[config.mk]
export PLATFORM = sky130hd
export DESIGN_NAME = ex_hazard_ctrl
export DESIGN_NICKNAME = d
export VERILOG_FILES = /design/src/rtl/ex_hazard_ctrl.sv
export SDC_FILE = /design/constraint.sdc
export NUM_CORES = 1
export LEC_CHECK = 0
export ABC_AREA = 1
export BUFFER_PORTS_ARGS = -buffer_cell sky130_fd_sc_hd__buf_4
export CAP_MARGIN = 20
export CORE_MARGIN = 2
export CORE_UTILIZATION = 45
export DETAILED_ROUTE_END_ITERATION = 8
export HOLD_SLACK_MARGIN = 0.06
export PLACE_DENSITY = 0.85
export RECOVER_POWER = 50
export SLEW_MARGIN = 10
export SYNTH_ARGS = -nofsm -noshare
export SYNTH_HDL_FRONTEND = slang
export SYNTH_SLANG_ARGS = --single-unit
[constraint.sdc]
create_clock -name CLK -period 3 [get_ports CLK]
set_input_delay 0.15 -clock CLK [delete_from_list [all_inputs] [get_ports CLK]]
set_output_delay 0.15 -clock CLK [all_outputs]
set_load 0.02 [all_outputs]
[src/rtl/ex_hazard_ctrl.sv]
// ex_hazard_ctrl: hazard and sequencing controller for the execute stage of
// a 5-stage MIPS pipeline.
//   - Forwarding selects for both ALU operands (MEM has priority over WB).
//   - Load-use detection: stalls IF/ID and flushes ID/EX for one bubble.
//   - Multi-cycle EX sequencing: holds EX for MC_LATENCY cycles while the
//     front end stalls and MEM receives bubbles; FlushReqE aborts the op.
// Ports:
//   CLK, RSTn                      clock, async active-low reset
//   RsAddrD/RtAddrD/UseRtD         decode-stage source operands
//   RsAddrE/RtAddrE/WriteRegE,
//   RegWriteE/MemToRegE,
//   MultiCycleE/FlushReqE          execute-stage instruction info
//   WriteRegM/RegWriteM,
//   WriteRegW/RegWriteW            downstream writers
//   ForwardAE/ForwardBE            operand selects (00 RF, 10 MEM, 01 WB)
//   StallF/StallD/StallE/FlushE,
//   BubbleM                        pipeline control (combinational)
//   McDoneE                        multi-cycle result valid pulse
//   BusyE                          multi-cycle op in progress
// Optional macro HAZARD_PERF_CNT_EN adds StallCycles[31:0] and McOps[15:0]
// saturating performance counters.
module ex_hazard_ctrl #(
   parameter int unsigned MC_LATENCY = 4,
   parameter int unsigned CNT_W      = 4
) (
   input  logic       CLK,
   input  logic       RSTn,
   input  logic [4:0] RsAddrD,
   input  logic [4:0] RtAddrD,
   input  logic       UseRtD,
   input  logic [4:0] RsAddrE,
   input  logic [4:0] RtAddrE,
   input  logic [4:0] WriteRegE,
   input  logic       RegWriteE,
   input  logic       MemToRegE,
   input  logic       MultiCycleE,
   input  logic       FlushReqE,
   input  logic [4:0] WriteRegM,
   input  logic       RegWriteM,
   input  logic [4:0] WriteRegW,
   input  logic       RegWriteW,
   output logic [1:0] ForwardAE,
   output logic [1:0] ForwardBE,
   output logic       StallF,
   output logic       StallD,
   output logic       StallE,
   output logic       FlushE,
   output logic       BubbleM,
   output logic       McDoneE,
   output logic       BusyE
`ifdef HAZARD_PERF_CNT_EN
   ,
   output logic [31:0] StallCycles,
   output logic [15:0] McOps
`endif
);

   localparam int unsigned REG_W  = 5;
   localparam int unsigned STC_W  = 32;
   localparam int unsigned MCO_W  = 16;

   typedef enum logic {
      IDLE = 1'b0,
      BUSY = 1'b1
   } state_e;

   state_e             state_q, state_d;
   logic [CNT_W-1:0]   cnt_q, cnt_d;
   logic               lu_c;
   logic               mcs_c;
   logic               done_c;

   // Forward select for one source register: MEM beats WB, r0 never forwards.
   function automatic logic [1:0] fwd_sel(input logic [REG_W-1:0] src);
      logic [1:0] sel;
      sel = 2'b00;
      if (RegWriteM && (WriteRegM != '0) && (WriteRegM == src)) begin
         sel = 2'b10;
      end else if (RegWriteW && (WriteRegW != '0) && (WriteRegW == src)) begin
         sel = 2'b01;
      end
      return sel;
   endfunction

   // Forwarding stays live during reset.
   always_comb begin
      ForwardAE = fwd_sel(RsAddrE);
      ForwardBE = fwd_sel(RtAddrE);
   end

   // Load in EX feeding an operand of the instruction in decode.
   always_comb begin
      lu_c = MemToRegE && RegWriteE && (WriteRegE != '0) &&
             ((WriteRegE == RsAddrD) || (UseRtD && (WriteRegE == RtAddrD)));
   end

   // Multi-cycle sequencer: next state, counter and stall request.
   always_comb begin
      state_d = state_q;
      cnt_d   = cnt_q;
      mcs_c   = 1'b0;
      done_c  = 1'b0;
      case (state_q)
         IDLE: begin
            if (MultiCycleE && !FlushReqE) begin
               mcs_c   = 1'b1;
               state_d = BUSY;
               cnt_d   = CNT_W'(MC_LATENCY - 2);
            end
         end
         BUSY: begin
            if (FlushReqE) begin
               // Abort: release stalls now, no completion pulse.
               state_d = IDLE;
               cnt_d   = '0;
            end else if (cnt_q == '0) begin
               done_c  = 1'b1;
               state_d = IDLE;
            end else begin
               mcs_c   = 1'b1;
               cnt_d   = cnt_q - CNT_W'(1);
            end
         end
         default: begin
            state_d = IDLE;
            cnt_d   = '0;
         end
      endcase
   end

   // Control outputs; held low while reset is asserted. The multi-cycle
   // stall wins over load-use: decode is simply held and re-checked later.
   always_comb begin
      StallF  = RSTn && (lu_c || mcs_c);
      StallD  = RSTn && (lu_c || mcs_c);
      StallE  = RSTn && mcs_c;
      FlushE  = RSTn && lu_c && !mcs_c;
      BubbleM = RSTn && mcs_c;
      McDoneE = RSTn && done_c;
      BusyE   = RSTn && (state_q == BUSY);
   end

   always_ff @(posedge CLK or negedge RSTn) begin
      if (!RSTn) begin
         state_q <= IDLE;
         cnt_q   <= '0;
      end else begin
         state_q <= state_d;
         cnt_q   <= cnt_d;
      end
   end

`ifdef HAZARD_PERF_CNT_EN
   logic [STC_W-1:0] stall_cycles_q;
   logic [MCO_W-1:0] mc_ops_q;

   // Saturating event counters.
   always_ff @(posedge CLK or negedge RSTn) begin
      if (!RSTn) begin
         stall_cycles_q <= '0;
         mc_ops_q       <= '0;
      end else begin
         if (StallF && (stall_cycles_q != '1)) begin
            stall_cycles_q <= stall_cycles_q + STC_W'(1);
         end
         if (McDoneE && (mc_ops_q != '1)) begin
            mc_ops_q <= mc_ops_q + MCO_W'(1);
         end
      end
   end

   assign StallCycles = stall_cycles_q;
   assign McOps       = mc_ops_q;
`endif

endmodule

==> results.cfg <==
[placement]
pre_cts_ws_ns = 1.53
gp_congestion = 0.839
dp_hpwl_mm = 2.09
portBuffers = 54

[power_and_ir_drop]
power.density_mw_per_mm2 = 454
p_leak_nw = 0.720
ir_drop_v = 0.000355
finalPower_mw = 0.581

[detailed_routing]
wl_per_cell_um = 10.6
first_pass_iters = 4
postRouteAntennaNets = 0
route.final.wire_length_mm = 2.39
drt_iter0_markers = 17
drc = 0
via_count = 1050
vias_per_cell = 4.67

[sta]
slew_headroom_pct = 71.5
post-route-period-util_pct = 59.6
layout_setup_ws_ns = 1.21
rsz0062_at_grt = no
fmax_mhz = 559
fin_crit_ns = 1.79
worst_pin_slew_ns = 0.427
worst_clock_skew_ns = 0.00551
hold_violations = 0
finalMaxSlewViolations = 0
final-setup-viol-count = 0
tns_ns = 0

[hold_path]
hp-class = in -> reg
holdPathStages = 4

[synth]
synthFlopType = dfrtp_1
ys.warnings.count = 0
synthCells = 143
netlist.area_leader.share_pct = 18.5
syn-num-nets = 189
ys_types = 21
netlist_area_um2 = 851
ys_seq_area_share_pct = 14.7
async_flop_share_pct = 100
synth_top_cell_by_area = nand2_1
synth_seq_cells = 5
synth_edf_count = 0
ys_top_cells_by_area = nand2_1, xnor2_1, dfrtp_1
avgSynthCellArea_um2 = 5.95

[floorplanning]
die_y_um = 47.5
core_mm2 = 0.00175
die_area_mm2 = 0.00225
die_w_um = 47.5
initial_core_util_pct = 48.7
rows = 15
io-pin-count = 55

[critical_path]
rr_worst_depth = 9
crit_required_ns = 2.85
critPathLaunchType = flip-flop
arrival_ns = 1.64
cp-end-kind = output pin
cp_max_fo = 4
path_class = reg -> out

[clock_network]
clockRootBuffer = clkbuf_4
post_cts_buffers = 0
cts-htree-levels = 1
cts_tree = built
path_clk_slew_ns = 0.04
hold_buffers = 1
clock_tree.buffer_depth = 2
cts-buffers-inserted = 3
cts_num_sinks = 5
clk_latency_ns = 0.25
cts_resized = 0

[grt]
grt_usage_pct = 22.6
antenna_found_initial = 0
grt_pass1_vias = 954
grt_max_degree = 10
grt_pass1_wl_mm = 3.55
overflow = 0

[status]
outcome = completed

[layout]
post-route-util_pct = 73.4
regArea_um2 = 125
n_antenna_cell = 0
syn_to_final_growth_pct = 50.6
drive_gt1_share_pct = 30.5
fillers = 167
multi_input_area_um2 = 612
nNetsFinal = 247

[run]
drv_cap = 0
[power breakdown]
part	switching (mW)	leakage [nW]	internal, mW
clock network	0.0304	0.0150	0.0504
logic	0.207	0.641	0.164
registers	0.0308	0.0636	0.0992
total	0.268	0.720	0.314
[routing by layer]
metal | routed length [µm] | track usage (%)
met5 | 0 | 0
met4 | 30 | 6.67
met3 | 175 | 4.91
met2 | 1250 | 44.9
met1 | 934 | 23.0
[through the flow]
| stage | instance area, µm² | std cells | hold WS [ns] |
|---|---|---|---|
| floorplan | 851 | 143 | -0.146 |
| finish | 1280 | 225 | 0.217 |
| CTS | 1310 | 225 | 0.219 |
| global placement | 1270 | 220 | -0.0292 |
| global route | 1280 | 225 | 0.232 |
| detailed placement | 1270 | 220 | -0.0287 |
[layout make-up]
cell class	instances	share of cell area (%)
clock buffer	4	2.05
inverter	23	6.74
multi-input combinational	113	47.8
sequential	5	9.77
tap	25	2.44
timing repair buffer	55	31.2
[flip-flops by register name (all words and copies together) (netlist names)]
name     cells
state_q      1
cnt_q        4
[kinds of logic after synthesis]
kind of cell | Yosys count | synth area share [%]
flops | 5 | 14.7
buf+inv | 25 | 11.9
compound gates | 8 | 5.59
simple gates | 81 | 42.2
fa+ha+maj | 2 | 2.94
xor+xnor | 22 | 22.6
[final timing paths]
path	to	slack (ns)	from
worst max register to register	cnt_q[3]	1.57	cnt_q[0]
min in group asynchronous	state_q	0.34	RSTn
worst min register to register	cnt_q[1]	0.58	cnt_q[1]
worst max-delay path	StallD	1.21	cnt_q[0]
worst min-delay path	cnt_q[1]	0.22	FlushReqE
max in group asynchronous	cnt_q[3]	2.35	RSTn
[synth_stat cells (2+ instances only)]
cell type,count
o21ai_0,4
a21oi_2,2
xnor2_1,18
nor2_4,2
ha_1,2
o21ai_1,2
dfrtp_1,5
nand2_1,42
nand4_1,3
nand3_1,7
nand2_2,2
nor2_1,18
buf_4,2
nor3_1,3
xor2_1,4
inv_1,22
[cells in the final DEF, fill, tap and decap left out, drive strengths merged]
cell type	count
a21oi	2
ha	2
xor2	4
nand3	8
inv	23
nor3	3
dfrtp	5
nand2	44
clkbuf	8
nor3b	1
dlygate4sd3	1
xnor2	18
buf	50
o21ai	6
nand4	3
or2	1
nor2	21
[critical path: stages (launching register included)]
cell and delay, ns:
dfrtp_1 0.34, inv_1 0.08, ha_1 0.21, nand3_1 0.14
nand2_1 0.08, a21oi_2 0.18, nand2_1 0.09, nand2_1 0.11
buf_4 0.14
Power figures use the tool's default switching activity.
